<file path="src/rtl/bcd_timer_pkg.sv">
// Shared definitions for the BCD preset timer: FSM state encoding, BCD digit
// constants and the digit clamp helper.
package bcd_timer_pkg;

    typedef enum logic [1:0] {
        IDLE  = 2'd0,
        RUN   = 2'd1,
        PAUSE = 2'd2,
        DONE  = 2'd3
    } state_t;

    localparam logic [3:0] BCD_NINE = 4'h9;
    localparam logic [3:0] BCD_ZERO = 4'h0;

    function automatic logic [3:0] bcd_clamp(input logic [3:0] d);
        return (d > BCD_NINE) ? BCD_NINE : d;
    endfunction

endpackage

</file>
<file path="src/rtl/bcd_digit.sv">
// One BCD decade counter with load, enable, direction and a combinational
// carry/borrow output that enables the next digit of the cascade.
module bcd_digit
    import bcd_timer_pkg::*;
(
    input  logic       clk,
    input  logic       clr,
    input  logic       en,
    input  logic       ld,
    input  logic       up,
    input  logic [3:0] d,
    output logic [3:0] q,
    output logic       co
);

    logic [3:0] q_reg;

    always_ff @(posedge clk or negedge clr) begin
        if (!clr) begin
            q_reg <= BCD_ZERO;
        end else if (ld) begin
            q_reg <= bcd_clamp(d);
        end else if (en) begin
            if (up) begin
                q_reg <= (q_reg == BCD_NINE) ? BCD_ZERO : q_reg + 4'd1;
            end else begin
                q_reg <= (q_reg == BCD_ZERO) ? BCD_NINE : q_reg - 4'd1;
            end
        end
    end

    assign q  = q_reg;
    assign co = en & ((up & (q_reg == BCD_NINE)) | (~up & (q_reg == BCD_ZERO)));

endmodule

</file>
<file path="src/rtl/bcd_timer_ctrl.sv">
// Start/stop preset timer controller: owns the run FSM and the count direction,
// and sequences a ripple-enabled cascade of bcd_digit counters.
module bcd_timer_ctrl
    import bcd_timer_pkg::*;
#(
    parameter int DIGITS = 4
) (
    input  logic                clk,
    input  logic                clr,
    input  logic                tick,
    input  logic                start,
    input  logic                stop,
    input  logic                load,
    input  logic                up,
    input  logic [4*DIGITS-1:0] preset,
    output logic [4*DIGITS-1:0] count,
    output logic [1:0]          state,
    output logic                running,
    output logic                done
);

    localparam logic [DIGITS-1:0] LSB_MASK = DIGITS'(1);

    state_t state_reg;
    logic   dir_reg;
    logic   running_reg;
    logic   done_reg;

    logic [4*DIGITS-1:0] preset_cl;
    logic [DIGITS-1:0]   dig_en;
    logic [DIGITS-1:0]   dig_co;
    logic [DIGITS-1:0]   cnt_is0;
    logic [DIGITS-1:0]   cnt_is9;
    logic [DIGITS-1:0]   pre_is0;
    logic [DIGITS-1:0]   pre_is9;

    logic load_acc;
    logic step_en;
    logic eff_is0;
    logic eff_is9;
    logic start_term;
    logic step_term;
    logic wrap;

    assign load_acc = load & (state_reg != RUN);
    assign step_en  = tick & (state_reg == RUN) & ~stop;

    generate
        for (genvar gi = 0; gi < DIGITS; gi++) begin : g_digit
            assign preset_cl[4*gi +: 4] = bcd_clamp(preset[4*gi +: 4]);
            assign cnt_is0[gi] = (count[4*gi +: 4] == BCD_ZERO);
            assign cnt_is9[gi] = (count[4*gi +: 4] == BCD_NINE);
            assign pre_is0[gi] = (preset_cl[4*gi +: 4] == BCD_ZERO);
            assign pre_is9[gi] = (preset_cl[4*gi +: 4] == BCD_NINE);

            if (gi == 0) begin : g_lsd
                assign dig_en[gi] = step_en;
            end else begin : g_hsd
                assign dig_en[gi] = dig_co[gi-1];
            end

            bcd_digit u_digit (
                .clk (clk),
                .clr (clr),
                .en  (dig_en[gi]),
                .ld  (load_acc),
                .up  (dir_reg),
                .d   (preset_cl[4*gi +: 4]),
                .q   (count[4*gi +: 4]),
                .co  (dig_co[gi])
            );
        end
    endgenerate

    // A start is judged against the count it would run from, which is the
    // clamped preset when a load lands on the same edge.
    assign eff_is0    = load_acc ? (&pre_is0) : (&cnt_is0);
    assign eff_is9    = load_acc ? (&pre_is9) : (&cnt_is9);
    assign start_term = up ? eff_is9 : eff_is0;

    // The step reaches the terminal value when the count is one short of it.
    assign step_term = dir_reg
        ? ((count[3:0] == 4'd8) & (&(cnt_is9 | LSB_MASK)))
        : ((count[3:0] == 4'd1) & (&(cnt_is0 | LSB_MASK)));

    // A carry out of the top digit would mean a wrap past the terminal value;
    // it is unreachable but still forces DONE rather than counting on.
    assign wrap = dig_co[DIGITS-1];

    always_ff @(posedge clk or negedge clr) begin
        if (!clr) begin
            state_reg   <= IDLE;
            dir_reg     <= 1'b0;
            running_reg <= 1'b0;
            done_reg    <= 1'b0;
        end else begin
            case (state_reg)
                IDLE, PAUSE: begin
                    if (start && !start_term) begin
                        state_reg   <= RUN;
                        dir_reg     <= up;
                        running_reg <= 1'b1;
                        done_reg    <= 1'b0;
                    end
                end
                RUN: begin
                    if (stop) begin
                        state_reg   <= PAUSE;
                        running_reg <= 1'b0;
                        done_reg    <= 1'b0;
                    end else if (step_en && (step_term || wrap)) begin
                        state_reg   <= DONE;
                        running_reg <= 1'b0;
                        done_reg    <= 1'b1;
                    end
                end
                DONE: begin
                    if (start || load) begin
                        state_reg   <= IDLE;
                        running_reg <= 1'b0;
                        done_reg    <= 1'b0;
                    end
                end
                default: begin
                    state_reg   <= IDLE;
                    running_reg <= 1'b0;
                    done_reg    <= 1'b0;
                end
            endcase
        end
    end

    assign state   = state_reg;
    assign running = running_reg;
    assign done    = done_reg;

endmodule

</file>
<file path="config.mk">
export PLATFORM = sky130hd
export DESIGN_NAME = bcd_timer_ctrl
export DESIGN_NICKNAME = d
export VERILOG_FILES = /design/src/rtl/bcd_timer_pkg.sv /design/src/rtl/bcd_digit.sv /design/src/rtl/bcd_timer_ctrl.sv
export SDC_FILE = /design/constraint.sdc
export NUM_CORES = 1
export LEC_CHECK = 0
export CAP_MARGIN = 20
export CORE_MARGIN = 5
export CORE_UTILIZATION = 50
export DETAILED_ROUTE_END_ITERATION = 8
export MAX_ROUTING_LAYER = met4
export PLACE_DENSITY = 0.75
export SYNTH_ARGS = -nofsm -noshare
export SYNTH_HDL_FRONTEND = slang
export SYNTH_SLANG_ARGS = --single-unit
</file>
<file path="constraint.sdc">
create_clock -name clk -period 2.34 [get_ports clk]
set_input_delay 0.234 -clock clk [delete_from_list [all_inputs] [get_ports clk]]
set_output_delay 0.234 -clock clk [all_outputs]
set_load 0.02 [all_outputs]
</file>
# Word-level counts from Yosys, hierarchy flattened
# Index checks and enable logic that the tools add are counted.
word_totals:
  ramBits: 0
  inputBits: 23
  romBits: 0
  ff_bits: 21
  memories: 0
  elab_cells: 137
  latchBits: 0
  output_inout_bits: 20
op_classes:
  bitwise_logic: 23
  mul: 0
  shifts: 0
  addsub: 8
  n_reduce_logical: 27
  mux: 46
  n_lt_le_gt_ge: 8
  n_eq_ne: 17
  div_mod_pow: 0
op_table:
  columns: ["cell", "count"]
  rows:
  - ["$mux W4", 28]
  - ["$eq A4 B4 Y1 const B", 9]
  - ["$gt A4 B4 Y1 const B", 8]
  - ["$logic_not A4 Y1", 8]
  - ["$and A1 B1 Y1", 17]
  - ["$add A4 B1 Y4 const B", 4]
  - ["$reduce_and A4 Y1", 4]
  - ["$sub A4 B1 Y4 const B", 4]
  - ["$mux W1", 11]
  - ["$reduce_and A3 Y1", 3]
  - ["$mux W2", 4]
  - ["$reduce_bool A2 Y1", 4]
  - ["$pmux W1 S3", 2]
  - ["$pmux W2 S3", 1]
  - ["$eq A2 B2 Y1 const B", 2]
  - ["$eq A4 B1 Y1 const B", 1]
  - ["$ne A2 B2 Y1 const B", 2]
  - ["$or A1 B1 Y1", 4]
  - ["$ne A3 B2 Y1 const B", 1]
  - ["$eq A2 B1 Y1 const B", 1]
  - ["$logic_and A1 B1 Y1", 2]
  - ["$logic_not A2 Y1", 1]
  - ["$logic_or A1 B1 Y1", 2]
  - ["$ne A2 B1 Y1 const B", 1]
  - ["4 further kinds", 5]

# Longest topological paths before layout
# Gate-level depths: netlist (run 1).
depth:
  depth_word: 12
  mapped_depth: 8
  mapped_depth_nobuf: 6

# By module
# A second synthesis (run 1) with hierarchy kept.
unflattened:
  cells_unflattened: 240
  hier_area_um2: 1984.4
by_module_without_submodules:
  columns: ["mod", "area_each_um2", "n_inst", "seq_area_each_um2", "cells_per_inst"]
  rows:
  - ["bcd_digit", 357.8, 4, 100.1, 42]
  - ["bcd_timer_ctrl", 553.0, 1, 125.1, 72]

# Least setup slack after synthesis (run 1)
# No wires, ideal clock.
synth_path:
  path_type: "reg2reg"
  from: "register state_reg[0], in the netlist state[0]"
  to: "register dir_reg"
  setup_ps: 125
  synth_period_minus_slack_ps: 2008
  slack_ps: 332
  path_stages_with_launch: 9
  t_arrival_ps: 1883
  t_required_ps: 2215
  path_cell_list: "dfrtp_1 > buf_6 > nand2b_1 > and2_1 > buf_2 > o31ai_1 > o22ai_1 > nor2b_4 > mux2_4"
synth_between:
  elab_chain_cells: 7
  word_cells_on_any_way: 11
synth_lines:
  columns: ["item", "line_no", "rtl"]
  rows:
  - ["from (decl)", "bcd_timer_ctrl.sv:24", "state_t state_reg;"]
  - ["from (signal assigned)", "bcd_timer_ctrl.sv:92", "state_reg <= IDLE;"]
  - ["from (signal assigned)", "bcd_timer_ctrl.sv:100", "state_reg <= RUN;"]
  - ["from (signal assigned)", "bcd_timer_ctrl.sv:108", "state_reg <= PAUSE;"]
  - ["$ne A2 B1 Y1", "bcd_timer_ctrl.sv:45", "assign load_acc = load & (state_reg != RUN);"]
  - ["$and A1 B1 Y1", "bcd_timer_ctrl.sv:45", null]
  - ["$mux W1, on equally long branches", "bcd_timer_ctrl.sv:77, bcd_timer_ctrl.sv:78", null]
  - ["$mux W1", "bcd_timer_ctrl.sv:79", "assign start_term = up ? eff_is9 : eff_is0;"]
  - ["$logic_not A1 Y1", "bcd_timer_ctrl.sv:99", "if (start && !start_term) begin"]
  - ["$logic_and A1 B1 Y1", "bcd_timer_ctrl.sv:99", null]
  - ["$reduce_and A2 Y1 (no source line) (*)", null, null]
  - ["to (signal assigned)", "bcd_timer_ctrl.sv:101", "dir_reg <= up;"]
  - ["to (decl)", "bcd_timer_ctrl.sv:25", "logic dir_reg;"]
# Every way passes the cells marked *; elsewhere a longest branch is shown, timed or not.
# A chain may end at the register's enable or synchronous reset.

# Worst setup path in the final report (run 1)
layout_path:
  from: "register state_reg[0], in the netlist state[0]"
  to: "register g_digit[3].u_digit.q_reg[0]"
layout_between:
  elab_chain_cells: 7
  word_cells_on_any_way: 10
layout_lines:
  columns: ["item", "line_no", "rtl"]
  rows:
  - ["$eq A2 B1 Y1", "bcd_timer_ctrl.sv:46", "assign step_en = tick & (state_reg == RUN) & ~stop;"]
  - ["$and A1 B1 Y1 (2 in a row)", "bcd_timer_ctrl.sv:46", null]
  - ["$and A1 B1 Y1 (3 in a row)", "bcd_digit.sv:33", "assign co = en & ((up & (q_reg == BCD_NINE)) | (~up & (q_reg == BCD_ZERO)));"]
  - ["$reduce_bool A2 Y1 (no source line)", null, null]
  - ["to (signal assigned)", "bcd_digit.sv:22", "q_reg <= bcd_clamp(d);"]
  - ["to (signal assigned)", "bcd_digit.sv:25", "q_reg <= (q_reg == BCD_NINE) ? BCD_ZERO : q_reg + 4'd1;"]
  - ["to (signal assigned)", "bcd_digit.sv:27", "q_reg <= (q_reg == BCD_ZERO) ? BCD_NINE : q_reg - 4'd1;"]
  - ["to (decl)", "bcd_digit.sv:16", "logic [3:0] q_reg;"]
# Parallel ways exist; a longest one is shown, timed or not.

==> results of run 1 <==
critical path: cells and delay by family, from the launching register on:
kind,cells,cell delay [ns]
AOI/OAI and AO/OA,2,0.25
xor gates and xnor gates,1,0.16
buffers and inverters,1,0.19
DFF,1,0.54
and+or+nand+nor,3,0.87
where the power goes:
part | internal, mW | total (mW) | switching [mW] | leakage, nW
clock network | 0.119 | 0.254 | 0.135 | 0.0255
logic | 0.843 | 1.82 | 0.979 | 0.723
registers | 0.500 | 0.765 | 0.265 | 0.254
worst paths after layout:
kind | start | endpoint | slack (ns) | depth (start not counted)
worst max-delay path | state[0]$_DFFE_PN0P_ | g_digit[3].u_digit.q[0]$_DFFE_PN0P_ | 0.23 | 7
worst min-delay path | clr | g_digit[0].u_digit.q[1]$_DFFE_PN0P_ | 0.31 | 2
worst max register to register | state[0]$_DFFE_PN0P_ | g_digit[3].u_digit.q[0]$_DFFE_PN0P_ | 0.23 | 7
worst min register to register | running$_DFFE_PN0P_ | running$_DFFE_PN0P_ | 0.55 | 2
max in group asynchronous | clr | g_digit[1].u_digit.q[0]$_DFFE_PN0P_ | 1.79 | 2
min in group clk | running$_DFFE_PN0P_ | running$_DFFE_PN0P_ | 0.55 | 2
synthesized netlist by cell type (4+ instances only):
| cell | n | area share |
|---|---|---|
| nand2b_1 | 7 | 0.022 |
| nand2_1 | 15 | 0.028 |
| and3_1 | 5 | 0.015 |
| nor4_1 | 4 | 0.012 |
| nand3_1 | 11 | 0.027 |
| and2_1 | 5 | 0.015 |
| o22ai_1 | 5 | 0.015 |
| o21a_1 | 5 | 0.018 |
| mux2i_1 | 4 | 0.020 |
| dfrtp_1 | 21 | 0.26 |
| buf_2 | 9 | 0.022 |
| nor3b_1 | 5 | 0.018 |
| inv_1 | 6 | 0.011 |
| xnor2_1 | 6 | 0.026 |
| a21oi_1 | 10 | 0.025 |
| nor2b_1 | 6 | 0.018 |
| a31oi_1 | 7 | 0.022 |
| clkbuf_1 | 12 | 0.022 |
| nor3_1 | 12 | 0.030 |
| nor2_1 | 19 | 0.035 |
| o21ai_0 | 21 | 0.052 |
layout make-up:
type	instances	area [µm²]	area share
multi-input combinational	207	1360	0.526
sequential	21	526	0.204
timing repair buffer	61	563	0.219
tap	50	62.6	0.0243
inverter	6	22.5	0.00875
clock inverter	1	5.00	0.00194
clock buffer	3	41.3	0.0160
stage by stage:
stage                     setup WS (ns)  instances  area [µm²]
after floorplan                   0.332        259        2030
after global placement            0.128        345        2530
after detailed placement         0.0320        345        2530
after CTS                         0.280        349        2570
after global routing             0.0186        349        2570
final                             0.227        349        2570
cell families after synthesis:
group	synth area share
xor+xnor	0.0302
buf+inv	0.0745
compound gates	0.270
simple gates	0.334
flops	0.259
mux	0.0326
routing by layer:
metal | wire length, µm | share of wire | track usage
met1 | 2770 | 0.46 | 0.342
met2 | 2770 | 0.46 | 0.377
met3 | 389 | 0.065 | 0.0287
met4 | 65 | 0.011 | 0.0664
met5 | 0 | 0 | -
==> results.yml, run 1 <==
sta:
  finalSetupTns_ns: 0
  finalCritPeriodShare: 0.903
  max_slew_margin: 0.590
  final_hold_viol_count: 0
  setup_viol: 0
  tightestPinTransition_ns: 0.613
  hold_ws_ns: 0.315
  slew_violations: 0
  rsz0062_at_grt: "no"
  timing.fmax_mhz: 473
  fin_crit_ns: 2.11
  clock_skew_ns: 0.00507
die:
  die_h_um: 73.8
  rows: 23
  core_area_um2: 3970
  dieArea_um2: 5440
  start_util: 0.512
  io_pins: 43
  die_w_um: 73.8
power:
  vdd_ir_drop_max_v: 0.000746
  power.leakage_nw: 1.00
  powerDensity_nw_per_um2: 1100
  p_total_mw: 2.84
cts:
  htree_levels: 1
  cts.path.max_buffers: 2
  cts-root-buf: "clkbuf_8"
  cts_buffers: 3
  cts-hold-fix-buffers: 0
  cts_resized: 0
  numClockSinks: 21
  post_cts_buffers: 0
  cts_tree: "done"
  clk_pin_slew_ns: 0.09
  insertion_delay_ns: 0.27
logic_synthesis:
  synth_edf_count: 0
  yosys.cell_types.count: 65
  yosysSeqAreaShare: 0.259
  avgSynthCellArea_um2: 7.85
  synth_fp_nets: 282
  ys.flop_type: "dfrtp_1"
  syn_area_um2: 2030
  synth_seq_cells: 21
  ys.warnings.count: 0
  synthCells: 259
  synthArstFlopShare: 1.00
layout:
  fin_nets: 323
  layout_common_cells: "clkdlybuf4s50_1, o21ai_0, dfrtp_1, nor2_1, buf_4"
  final_common_cell: "clkdlybuf4s50_1"
  largest_reg_flops: 16
  final_util: 0.648
  drive_gt1_frac: 0.110
  syn_to_final_growth_pct: 26.7
  fill_cells: 364
  diodes: 0
global_route:
  gr-total-overflow: 0
  grt_pass1_vias: 2085
  grt_max_degree: 24
  grt_antenna_before_repair: 0
  grt_pass1_wl_mm: 10.2
  gr-usage-all-layers: 0.246
critical_path:
  critPathSlowestCell: "dfrtp_1"
  crit_type: "flop to flop"
  arrival_ns: 2.30
  critPathLaunchType: "flop"
  cp_slowest_stage_delay_ns: 0.54
  worstPathMaxFanout: 10
  cp-end-kind: "flop"
  crit_required_ns: 2.52
  crit_chain: "and4bb_1 -> o211ai_4 -> nor3_4 -> buf_4 -> xor2_1 -> nand2_1 -> o21ai_0"
routing:
  ant_nets: 0
  via_count: 2199
  dr.pass1.iters: 7
  wirelength_mm: 6.00
  drc: 0
  vias_per_cell: 6.30
  drtIter0Drc: 273
  wl_per_cell_um: 17.2
placement:
  io_buffer_count: 42
  finalWeightedCongestion: 0.906
  hpwl_mm: 4.51
run_status:
  status: "finished, final reports clean"
worst_hold_path:
  hold_path_class: "primary input to async pin"
run:
  drv_cap: 0
Note: power is estimated with default switching activity, not from simulation.
==> run 2: changes to the inputs <==
--- a/config.mk
+++ b/config.mk
@@ -5,6 +5,7 @@
 export SDC_FILE = /design/constraint.sdc
 export NUM_CORES = 1
 export LEC_CHECK = 0
+export ABC_CLOCK_PERIOD_IN_PS = 2340
 export CAP_MARGIN = 20
 export CORE_MARGIN = 5
 export CORE_UTILIZATION = 50
@@ -14,3 +15,4 @@
 export SYNTH_ARGS = -nofsm -noshare
 export SYNTH_HDL_FRONTEND = slang
 export SYNTH_SLANG_ARGS = --single-unit
+export TNS_END_PERCENT = 5
==> results of run 2 <==
Same layout as run 1: the final DEF is identical, and so are final timing and power.
==> edit: new RTL, config.mk and constraints of run 2 <==
The parameter `DIGITS` goes from 4 to 6.
--- a/src/rtl/bcd_timer_ctrl.sv
+++ b/src/rtl/bcd_timer_ctrl.sv
@@ -3,7 +3,7 @@
 module bcd_timer_ctrl
     import bcd_timer_pkg::*;
 #(
-    parameter int DIGITS = 4
+    parameter int DIGITS = 6
 ) (
     input  logic                clk,
     input  logic                clr,
Interface: changed (resized count and preset); port bits go from 43 to 59. The function was not compared with the original's and may differ.
==> edit against run 2 <==
Power grew 49%. Sequential power rose by 30%. Worst setup slack got worse by 0.14 ns. Cell count up 58%. Design area is 54% higher. Sequential cell count up 8. Maximum frequency down 6.2%. Highest routed layer unchanged. First-iteration DRC count down 16%. Clock skew is 0.0042 ns higher. Area after synthesis increased by 41%. Critical path type unchanged. Routed wire length up 63%. Global-route usage rose by 3.6 points.
==> edit: results (changes against run 2) <==
- Status: finished, final reports clean
- First DRT Iteration DRCs: 229 (-16%)
- Worst IR drop on VDD: 620 µV (-17%)
- Syn Area/Cell: 7.37 µm² (-6.1%)
- WHS: 0.345 ns (+0.0306 ns)
- Cell count after placement: 543 (+57%)
- Count of multi-input gates: 306 (+48%)
- Total clock sinks: 29 (+38%)
- Layout clock area frac: 2.08% (+0.28 points)
- Distinct cells, synth: 69 (+6.2%)
- LEAKAGE: 1.54 nW (+54%)
- Final Skew: 0.00931 ns (+0.00423 ns)
- Sequential area share after synthesis: 25.4% (-0.48 points)
- Number of setup buffers added after CTS: 0 (unchanged)
- Fillcell total: 492 (+35%)
- CTS Buf Count: 5 (+2)
- Fin nets: 509 (+58%)
- Buffer share of cell area: 25.9% (+4.1 points)
- Synth-to-layout area growth: 39.0%
- Port Buffer Count: 58 (+38%)
- CLK BUF: 6 (+3)
- Max reg flops: 24 (+8)
- Vias in the first global route: 3218 (+54%)
- Invs w/o clock: 18 (+12)
- Most common flop cell mapped by yosys: dfrtp_1
- Pre-CTS WS: -0.189 ns (-0.221 ns)
- Count leader, synth: nand2_1
- Yosys warns: 0 (unchanged)
- Fraction of area in multi-input gates: 49.7% (-2.9 points)
- Vias: 3452 (+57%)
- Mapped Nets: 419 (+49%)
- Share of layout cells above drive strength 1: 18.2% (+7.1 points)
- GRT Overall Usage: 28.1% (+3.6 points)
- Worst Max-Slew Pin Slew: 0.573 ns (-0.0400 ns)
- Final Wtd Congestion: 0.933 (+3.0%)
- Largest net degree at the start of global routing: 30 (+25%)
- Clk slew on worst S/H paths: 0.07 ns (-0.02 ns)
- Critical Path Fanout Max: 7 (-3)
- CTS max path bufs: 2 (unchanged)
- Pre-Repair DR Iteration Count: 5 (-2)
- Top post-synthesis cells by area: dfrtp_1 (25%), o21ai_0 (4.7%), nand2_1 (3.9%)
- Fmax: 444 MHz (-6.2%)
- N_diodes: 0 (unchanged)
- Fraction of area in registers: 18.3% (-2.1 points)
- Post-synth top cells: nand2_1 (30), clkbuf_1 (29), dfrtp_1 (29), nor2_1 (28), o21ai_0 (27)
- First-pass GRT wire length: 16100 µm (+57%)
- Crit path DAT: 2.46 ns (+0.16 ns)
- CP Launch Point: dir_reg
- CTS H-tree lvls: 2 (+1)
- Number of antenna violations at the first check in global routing: 0 (unchanged)
- ANT nets after route: 0 (unchanged)
- Placed cell areas: 3840 µm² (+52%)
- Non-clock buffers: 118 (+93%)
- Final HPWL DP: 7400 µm (+64%)
- Wire per inst: 17.8 µm (+3.4%)
- Chip Width: 85.6 µm (+16%)
- Sw Share: 50.1% (+1.5 points)
- Clock Latency Late Sink: 0.29 ns (+0.02 ns)
- Finished Layout Cells: 551 (+58%)
## edit: cell types whose count changed after synthesis, moves of 11 or more
| cell | run 2 | this run |
|---|---|---|
| nor4_1 | 4 | 15 |
| clkbuf_1 | 12 | 29 |
| nand2_1 | 15 | 30 |
| inv_1 | 6 | 18 |
| a21oi_1 | 10 | 22 |
## edit: logic make-up (layout without fill, tap and decap cells)
kind of cell	after synthesis	after routing	synth area share, %
AO/OA/AOI/OAI	128	128	31.0
XOR/XNOR	11	11	3.37
buffers and inverters	53	144	7.31
flip-flops	29	29	25.4
multiplexers	2	2	0.744
AND/OR/NAND/NOR	165	165	32.2
## edit: power by group through the flow
stage	combinational (mW)	clock [mW]	sequential, mW
finish	2.82	0.424	0.991
global placement	2.70	0	0.962
detailed placement	2.74	0	0.974
floorplan	1.52	0	1.11
CTS	2.76	0.421	0.965
global route	3.07	0.445	1.02
## edit: routing by layer
layer | vias to the layer above | track usage, % | wire, µm
li1 | 1648 | - | -
met1 | 1629 | 37.0 | 4200
met2 | 153 | 43.9 | 4710
met3 | 22 | 4.13 | 651
met4 | 0 | 10.4 | 221
met5 | - | - | 0
## edit: final timing paths
kind	cells past startpoint	end
worst max register to register	7	g_digit[5].u_digit.q[3]
worst min register to register	1	done
max in group asynchronous	2	g_digit[3].u_digit.q[0]
worst max-delay path	7	g_digit[5].u_digit.q[3]
worst min-delay path	2	g_digit[4].u_digit.q[3]
min in group clk	1	done
## edit: worst max-delay path, cell delays in order (launching register included)
cell and delay (ns):
dfrtp_1 0.39, buf_4 0.17, or3_1 0.42, a2111oi_4 0.41, and4bb_1 0.28, nand2_1 0.06, o31a_1 0.24, a31oi_1 0.20
